===== config.mk =====
export PLATFORM = sky130hd
export DESIGN_NAME = bus_dec_flat
export DESIGN_NICKNAME = d
export VERILOG_FILES = /design/src/rtl/bus_dec_pkg.sv /design/src/rtl/bus_dec_if.sv /design/src/rtl/bus_dec_tmo.sv /design/src/rtl/bus_dec.sv /design/src/flat_wrapper.sv
export SDC_FILE = /design/constraint.sdc
export NUM_CORES = 1
export LEC_CHECK = 0
export ABC_AREA = 1
export CORE_AREA = 4 4 150 152
export CTS_CLUSTER_SIZE = 24
export DETAILED_ROUTE_END_ITERATION = 12
export DIE_AREA = 0 0 154 156
export GPL_TIMING_DRIVEN = 0
export HOLD_SLACK_MARGIN = 0.06
export SETUP_SLACK_MARGIN = 0.5
export SLEW_MARGIN = 20
export SYNTH_ARGS = -nofsm -noshare
export SYNTH_HDL_FRONTEND = slang
export SYNTH_SLANG_ARGS = --single-unit

===== constraint.sdc =====
create_clock -name clk -period 4.65 [get_ports clk]
set_input_delay 0.6975 -clock clk [delete_from_list [all_inputs] [get_ports clk]]
set_output_delay 0.6975 -clock clk [all_outputs]
set_load 0.01 [all_outputs]

===== src/rtl/bus_dec_pkg.sv =====
// Shared types and constants for the bus decoder: widths, FSM states,
// error kinds and the board memory map as word-address base/mask pairs.
package bus_dec_pkg;

  localparam int ADDR_W = 22;
  localparam int DATA_W = 32;
  localparam int CNT_W  = 16;

  typedef enum logic [1:0] {
    S_IDLE = 2'd0,
    S_BUSY = 2'd1,
    S_ERR  = 2'd2
  } state_t;

  typedef enum logic {
    ERR_UNMAPPED = 1'b0,
    ERR_TIMEOUT  = 1'b1
  } err_kind_t;

  // Board map, word addresses (byte address >> 2); mask bit 1 = compared.
  localparam logic [ADDR_W-1:0] PROM_BASE = 22'h3FF800;  // 0xFFE000, 4 KB
  localparam logic [ADDR_W-1:0] PROM_MASK = 22'h3FFC00;
  localparam logic [ADDR_W-1:0] RAM_BASE  = 22'h000000;  // 0x000000, 1 MB
  localparam logic [ADDR_W-1:0] RAM_MASK  = 22'h3C0000;
  localparam logic [ADDR_W-1:0] VID_BASE  = 22'h040000;  // 0x100000, 128 KB
  localparam logic [ADDR_W-1:0] VID_MASK  = 22'h3F8000;
  localparam logic [ADDR_W-1:0] IO_BASE   = 22'h3FFFF0;  // 0xFFFFC0, 64 B
  localparam logic [ADDR_W-1:0] IO_MASK   = 22'h3FFFF0;
  localparam logic [ADDR_W-1:0] XIO_BASE  = 22'h3FFFE0;  // 0xFFFF80, 64 B
  localparam logic [ADDR_W-1:0] XIO_MASK  = 22'h3FFFF0;

  localparam int MAP_NUM_SLV = 5;
  localparam logic [MAP_NUM_SLV*ADDR_W-1:0] MAP_SLV_BASE =
    {XIO_BASE, IO_BASE, VID_BASE, RAM_BASE, PROM_BASE};
  localparam logic [MAP_NUM_SLV*ADDR_W-1:0] MAP_SLV_MASK =
    {XIO_MASK, IO_MASK, VID_MASK, RAM_MASK, PROM_MASK};

  function automatic logic addr_match(input logic [ADDR_W-1:0] addr,
                                      input logic [ADDR_W-1:0] base,
                                      input logic [ADDR_W-1:0] mask);
    return ((addr ^ base) & mask) == '0;
  endfunction

endpackage


===== src/rtl/bus_dec_if.sv =====
// CPU-side bus between the master and the address decoder.
interface bus_dec_if;
  import bus_dec_pkg::*;

  logic              bus_stb;
  logic              bus_we;
  logic [ADDR_W-1:0] bus_addr;
  logic [DATA_W-1:0] bus_din;
  logic              bus_ack;

  modport master (
    output bus_stb, bus_we, bus_addr,
    input  bus_din, bus_ack
  );

  modport slave (
    input  bus_stb, bus_we, bus_addr,
    output bus_din, bus_ack
  );

endinterface


===== src/rtl/bus_dec_tmo.sv =====
// Access timer: counts cycles of an outstanding strobe, saturating at
// all-ones, and flags when the count equals TIMEOUT.
module bus_tmo
  import bus_dec_pkg::*;
#(
  parameter int TIMEOUT = 255
) (
  input  logic clk,
  input  logic rst,
  input  logic start,
  input  logic run,
  input  logic done,
  output logic expired
);

  logic [CNT_W-1:0] cnt;

  always_ff @(posedge clk) begin
    if (rst || done) begin
      cnt <= '0;
    end else if (start) begin
      cnt <= CNT_W'(1);
    end else if (run && (cnt != '1)) begin
      cnt <= cnt + CNT_W'(1);
    end
  end

  assign expired = (cnt == CNT_W'(TIMEOUT));

endmodule


===== src/rtl/bus_dec.sv =====
// Address decoder and response mux with unmapped/timeout error termination
// and first-fault capture.
//
//   state  | meaning
//   -------+--------------------------------------------------------------
//   IDLE   | no access outstanding, waiting for a strobe
//   BUSY   | mapped access outstanding, timer counting
//   ERR    | one-cycle forced ack (data 0), error captured on exit
module bus_dec
  import bus_dec_pkg::*;
#(
  parameter int                         NUM_SLV  = 9,
  parameter int                         TIMEOUT  = 255,
  parameter logic [NUM_SLV*ADDR_W-1:0]  SLV_BASE = '0,
  parameter logic [NUM_SLV*ADDR_W-1:0]  SLV_MASK = '0
) (
  input  logic                      clk,
  input  logic                      rst,
  bus_dec_if.slave                  cpu,
  output logic [NUM_SLV-1:0]        slv_stb,
  input  logic [NUM_SLV*DATA_W-1:0] slv_dout,
  input  logic [NUM_SLV-1:0]        slv_ack,
  input  logic                      err_clr,
  output logic                      err_valid,
  output logic                      err_kind,
  output logic                      err_we,
  output logic [ADDR_W-1:0]         err_addr,
  output logic                      err_ovf
);

  logic [NUM_SLV-1:0] win_sel;
  logic               win_vld;
  logic               win_ack;
  logic [DATA_W-1:0]  win_dout;

  state_t    state, state_nxt;
  err_kind_t pend_kind, kind_nxt;
  logic      tmo_start, tmo_run, tmo_done, tmo_expired;
  logic      capture;
  logic      force_ack;

  // Lowest-index hit wins; everything downstream keys off the one-hot select.
  always_comb begin
    win_sel  = '0;
    win_vld  = 1'b0;
    win_ack  = 1'b0;
    win_dout = '0;
    for (int i = 0; i < NUM_SLV; i++) begin
      if (!win_vld && cpu.bus_stb &&
          addr_match(cpu.bus_addr, SLV_BASE[i*ADDR_W +: ADDR_W],
                     SLV_MASK[i*ADDR_W +: ADDR_W])) begin
        win_vld    = 1'b1;
        win_sel[i] = 1'b1;
        win_ack    = slv_ack[i];
        win_dout   = slv_dout[i*DATA_W +: DATA_W];
      end
    end
  end

  assign slv_stb = win_sel;

  // The forced ack is suppressed during reset so an aborted access never
  // completes with an error.
  assign force_ack   = (state == S_ERR) && !rst;
  assign cpu.bus_ack = win_ack | force_ack;
  assign cpu.bus_din = force_ack ? '0 : win_dout;

  always_ff @(posedge clk) begin
    if (rst) begin
      state     <= S_IDLE;
      pend_kind <= ERR_UNMAPPED;
    end else begin
      state     <= state_nxt;
      pend_kind <= kind_nxt;
    end
  end

  always_comb begin
    state_nxt = state;
    kind_nxt  = pend_kind;
    tmo_start = 1'b0;
    tmo_run   = 1'b0;
    tmo_done  = 1'b0;
    capture   = 1'b0;
    unique case (state)
      S_IDLE: begin
        if (cpu.bus_stb) begin
          if (win_vld) begin
            state_nxt = S_BUSY;
            tmo_start = 1'b1;
          end else begin
            state_nxt = S_ERR;
            kind_nxt  = ERR_UNMAPPED;
          end
        end
      end
      S_BUSY: begin
        // A slave ack beats an expiring timer in the same cycle.
        if (win_ack) begin
          if (cpu.bus_stb) begin
            tmo_start = 1'b1;
          end else begin
            state_nxt = S_IDLE;
            tmo_done  = 1'b1;
          end
        end else if (!cpu.bus_stb) begin
          state_nxt = S_IDLE;
          tmo_done  = 1'b1;
        end else if (!win_vld) begin
          // Back-to-back access that moved to an unmapped address.
          state_nxt = S_ERR;
          kind_nxt  = ERR_UNMAPPED;
          tmo_done  = 1'b1;
        end else if (tmo_expired) begin
          state_nxt = S_ERR;
          kind_nxt  = ERR_TIMEOUT;
          tmo_done  = 1'b1;
        end else begin
          tmo_run = 1'b1;
        end
      end
      S_ERR: begin
        state_nxt = S_IDLE;
        capture   = 1'b1;
      end
      default: begin
        state_nxt = S_IDLE;
        tmo_done  = 1'b1;
      end
    endcase
  end

  bus_tmo #(
    .TIMEOUT (TIMEOUT)
  ) u_tmo (
    .clk     (clk),
    .rst     (rst),
    .start   (tmo_start),
    .run     (tmo_run),
    .done    (tmo_done),
    .expired (tmo_expired)
  );

  // First fault is held for software; a clear arriving with a new fault
  // makes the new fault the first one.
  always_ff @(posedge clk) begin
    if (rst) begin
      err_valid <= 1'b0;
      err_kind  <= 1'b0;
      err_we    <= 1'b0;
      err_addr  <= '0;
      err_ovf   <= 1'b0;
    end else if (capture) begin
      if (!err_valid || err_clr) begin
        err_valid <= 1'b1;
        err_kind  <= pend_kind;
        err_we    <= cpu.bus_we;
        err_addr  <= cpu.bus_addr;
        err_ovf   <= 1'b0;
      end else begin
        err_ovf <= 1'b1;
      end
    end else if (err_clr) begin
      err_valid <= 1'b0;
      err_ovf   <= 1'b0;
    end
  end

endmodule


===== src/flat_wrapper.sv =====
// flat-port wrapper written by rule: the top's interface ports become plain ports
module bus_dec_flat import bus_dec_pkg::*;
#(
  parameter int                         NUM_SLV  = 9,
  parameter int                         TIMEOUT  = 255,
  parameter logic [NUM_SLV*ADDR_W-1:0]  SLV_BASE = '0,
  parameter logic [NUM_SLV*ADDR_W-1:0]  SLV_MASK = '0
)
  (clk, rst, slv_stb, slv_dout, slv_ack, err_clr, err_valid, err_kind, err_we, err_addr, err_ovf, cpu_bus_stb, cpu_bus_we, cpu_bus_addr, cpu_bus_din, cpu_bus_ack);
  bus_dec_if cpu_i ();
  input  logic clk;
  input  logic rst;
  output logic [NUM_SLV-1:0] slv_stb;
  input  logic [NUM_SLV*DATA_W-1:0] slv_dout;
  input  logic [NUM_SLV-1:0] slv_ack;
  input  logic err_clr;
  output logic err_valid;
  output logic err_kind;
  output logic err_we;
  output logic [ADDR_W-1:0] err_addr;
  output logic err_ovf;
  input wire logic [$bits(cpu_i.bus_stb)-1:0] cpu_bus_stb;
  input wire logic [$bits(cpu_i.bus_we)-1:0] cpu_bus_we;
  input wire logic [$bits(cpu_i.bus_addr)-1:0] cpu_bus_addr;
  output wire logic [$bits(cpu_i.bus_din)-1:0] cpu_bus_din;
  output wire logic [$bits(cpu_i.bus_ack)-1:0] cpu_bus_ack;
  assign cpu_i.bus_stb = cpu_bus_stb;
  assign cpu_i.bus_we = cpu_bus_we;
  assign cpu_i.bus_addr = cpu_bus_addr;
  assign cpu_bus_din = cpu_i.bus_din;
  assign cpu_bus_ack = cpu_i.bus_ack;
  bus_dec #(.NUM_SLV(NUM_SLV), .TIMEOUT(TIMEOUT), .SLV_BASE(SLV_BASE), .SLV_MASK(SLV_MASK)) u_core (.clk(clk), .rst(rst), .cpu(cpu_i), .slv_stb(slv_stb), .slv_dout(slv_dout), .slv_ack(slv_ack), .err_clr(err_clr), .err_valid(err_valid), .err_kind(err_kind), .err_we(err_we), .err_addr(err_addr), .err_ovf(err_ovf));
endmodule

==> metrics.cfg <==
[global_route]
grt_max_degree=17
overflow=0
track_usage=0.0577
antenna_found_initial=0
grt_pass1_vias=2460
grt_pass1_wl_um=11800

[timing]
period_minus_slack_ns=3.56
rsz0062_at_grt=false
fmax_mhz=281
setup_tns_ns=0
fin_skew_ns=0.00697
timing.final.ws_setup_ns=1.09
hold_violations=0
finalCritPeriodShare=0.765
final_max_slew_viol_count=0
setup_violations=0
fin_hold_ws_ns=0.463

[synth]
synth_top_cell_area_share=0.367
avgSynthCellArea_sq_um=6.22
netlist_area_sq_um=2450
yosys.area.top_type=dfxtp_1
ys_seq_area_frac=0.367
synth-main-ff-cell=dfxtp_1
yosys-top-cells-area=dfxtp_1 37%, nand2_1 17%, nor2_1 11%, inv_1 11%, o21ai_0 5.5%
yosysWarnings=0
synth-seq-cells=45
synth.distinct_cells=28
postSynthCellCount=394
synth_edf_count=0
postSynth.asyncResetShare=0

[critical_path]
worstSetupPathType=primary input to output port
worstPathRequired_ns=3.95
critPathCaptureType=output port
cp_slowest_cell=clkdlybuf4s50_1
r2r_cells=10
r2r_start=u_core.u_tmo.cnt[0]
rr_endpoint=u_core.u_tmo.cnt[4]
rrSetupSlack_ns=2.81
startpoint_type=primary input
crit_path_end=cpu_bus_din[26]
cp.arrival_ns=2.86
critPathBufInv=6
path_cells=clkdlybuf4s50_1, inv_1, nand2_1, nand2_1, inv_1, clkbuf_1, nand2_1, inv_1, clkdlybuf4s50_1
crit_start=rst
critPathTopFamily=buffers and inverters
cp_max_fo=10
path_depth=9
slowest_delay_ns=0.55

[finish]
fin_area_sq_um=4190
area_growth_pct=70.7
fin_cells=803
final_util=0.199
fin_nets=852
n_antenna_cell=0
layout-drive-gt1-share=0.0568

[clock_network]
postCtsSetupBuffers=0
path_clk_slew_ns=0.06
ctsResizeCount=0
cts_tree=yes
clock_tree.buffer_depth=2
clock-sinks=45
insertion_delay_ns=0.29
hold_buffers=0
numCtsBuffers=5
clk_root_buffer_cell=clkbuf_16
htreeDepth=2

[detailed_routing]
via_per_inst=3.23
wl_per_cell_um=9.15
drc=0
ant_nets=0
finalWirelength_um=7350
dr.pass1.iters=4
vias=2591
drtIter0Drc=122

[power_and_ir_drop]
powerDensity_nw_per_um2=225
power_leakage_nw=1.96
power.total_uw=943
peakVddDrop_mv=0.211

[job]
maxCapViolations=0

[run_status]
status=completed

[placement]
portBuffers=119
place_inst=795
hpwl_um=5890
gp_congestion=0.764
dp_slack_ns=1.08
placed_area_sq_um=4010

[floorplan]
coreArea_sq_um=21000
die_w_um=154
initial_core_util=0.117
die_h_um=156
pin_count=392
rows=53
die_area_sq_um=24000

[min_path]
holdCritPathClass=register to register

layer usage:
| layer | GRT usage | up-vias | part of all wire |
|---|---|---|---|
| met5 | 0 | - | 0 |
| met2 | 0.0934 | 71 | 0.46 |
| met4 | 0.0185 | 0 | 0.016 |
| li1 | - | 1416 | - |
| met3 | 0.0264 | 11 | 0.088 |
| met1 | 0.0683 | 1093 | 0.43 |
cell usage in the layout, fill, tap and decap left out, types with 2 or more instances in the layout:
master           netlist  layout
dfxtp_1               45      45
clkbuf_1               7       7
nor2_2                 2       2
xor2_1                 5       5
o21ai_0               27      27
nand2_4                2       2
nor3_1                 2       2
clkdlybuf4s50_1        0     119
xnor2_1                6       6
clkbuf_16              0       5
nor2_1                74      74
o21ai_1                2       2
nand2_1              112     112
a21oi_1                8       8
conb_1                 1       8
buf_4                  9       9
inv_6                  0       2
nand3_1                8       8
nand4_1                3       3
inv_1                 70      70
sequential cells by signal (all words and copies together), names as in the netlist:
name / count
u_core.state: 2
u_core.err_valid: 1
u_core.u_tmo.cnt: 16
u_core.pend_kind: 1
u_core.err_addr: 22
u_core.err_kind: 1
u_core.err_we: 1
u_core.err_ovf: 1
synth_stat cells, types with 2 or more instances:
cell type / instances
nand2_1: 112
nor2_1: 74
inv_1: 70
dfxtp_1: 45
o21ai_0: 27
buf_4: 9
a21oi_1: 8
nand3_1: 8
clkbuf_1: 7
xnor2_1: 6
xor2_1: 5
nand4_1: 3
nand2_4: 2
nor2_2: 2
nor3_1: 2
o21ai_1: 2
where the power goes:
part	internal, mW	switching [mW]	leakage (nW)
Sequential	0.387	0.00147	0.363
Combinational	0.0841	0.0528	1.51
Clock	0.257	0.160	0.0848
worst min-delay path by stage:
stage,cells past startpoint,to,slack [ns],start
detailed placement,2,u_core.err_kind,0.46,u_core.pend_kind
global placement,2,u_core.err_kind,0.45,u_core.pend_kind
floorplan,1,u_core.state[1],0.42,u_core.state[1]
CTS,2,u_core.err_kind,0.46,u_core.pend_kind
finish,2,u_core.err_kind,0.46,u_core.pend_kind
global route,2,u_core.pend_kind,0.50,u_core.pend_kind
cells by family (layout without fill, tap and decap cells):
group,count (synthesis),count (layout),synth area share
adders and majority gates,1,1,0.00510
buffers and inverters,91,218,0.162
and+or+nand+nor,207,207,0.345
other,1,8,0.00153
xor gates and xnor gates,11,11,0.0393
DFF,45,45,0.367
AOI/OAI and AO/OA,38,38,0.0791
worst min-delay path: cells and delay by family, from the launching register on:
kind | cells | cell delay (ns)
buffers and inverters | 1 | 0.06
DFF | 1 | 0.30
AOI/OAI and AO/OA | 1 | 0.06
layout make-up:
| cell class | instances | area (sq um) |
|---|---|---|
| multi-input cells | 265 | 1180 |
| inverters | 71 | 269 |
| repair buffers | 119 | 1190 |
| clock buffers | 5 | 125 |
| fillers | 2345 | 16800 |
| clock inverters | 3 | 47.5 |
| plain buffers | 20 | 129 |
| well taps | 275 | 344 |
| flip-flops and latches | 45 | 901 |
No activity file was read; power rests on OpenSTA's default activity.
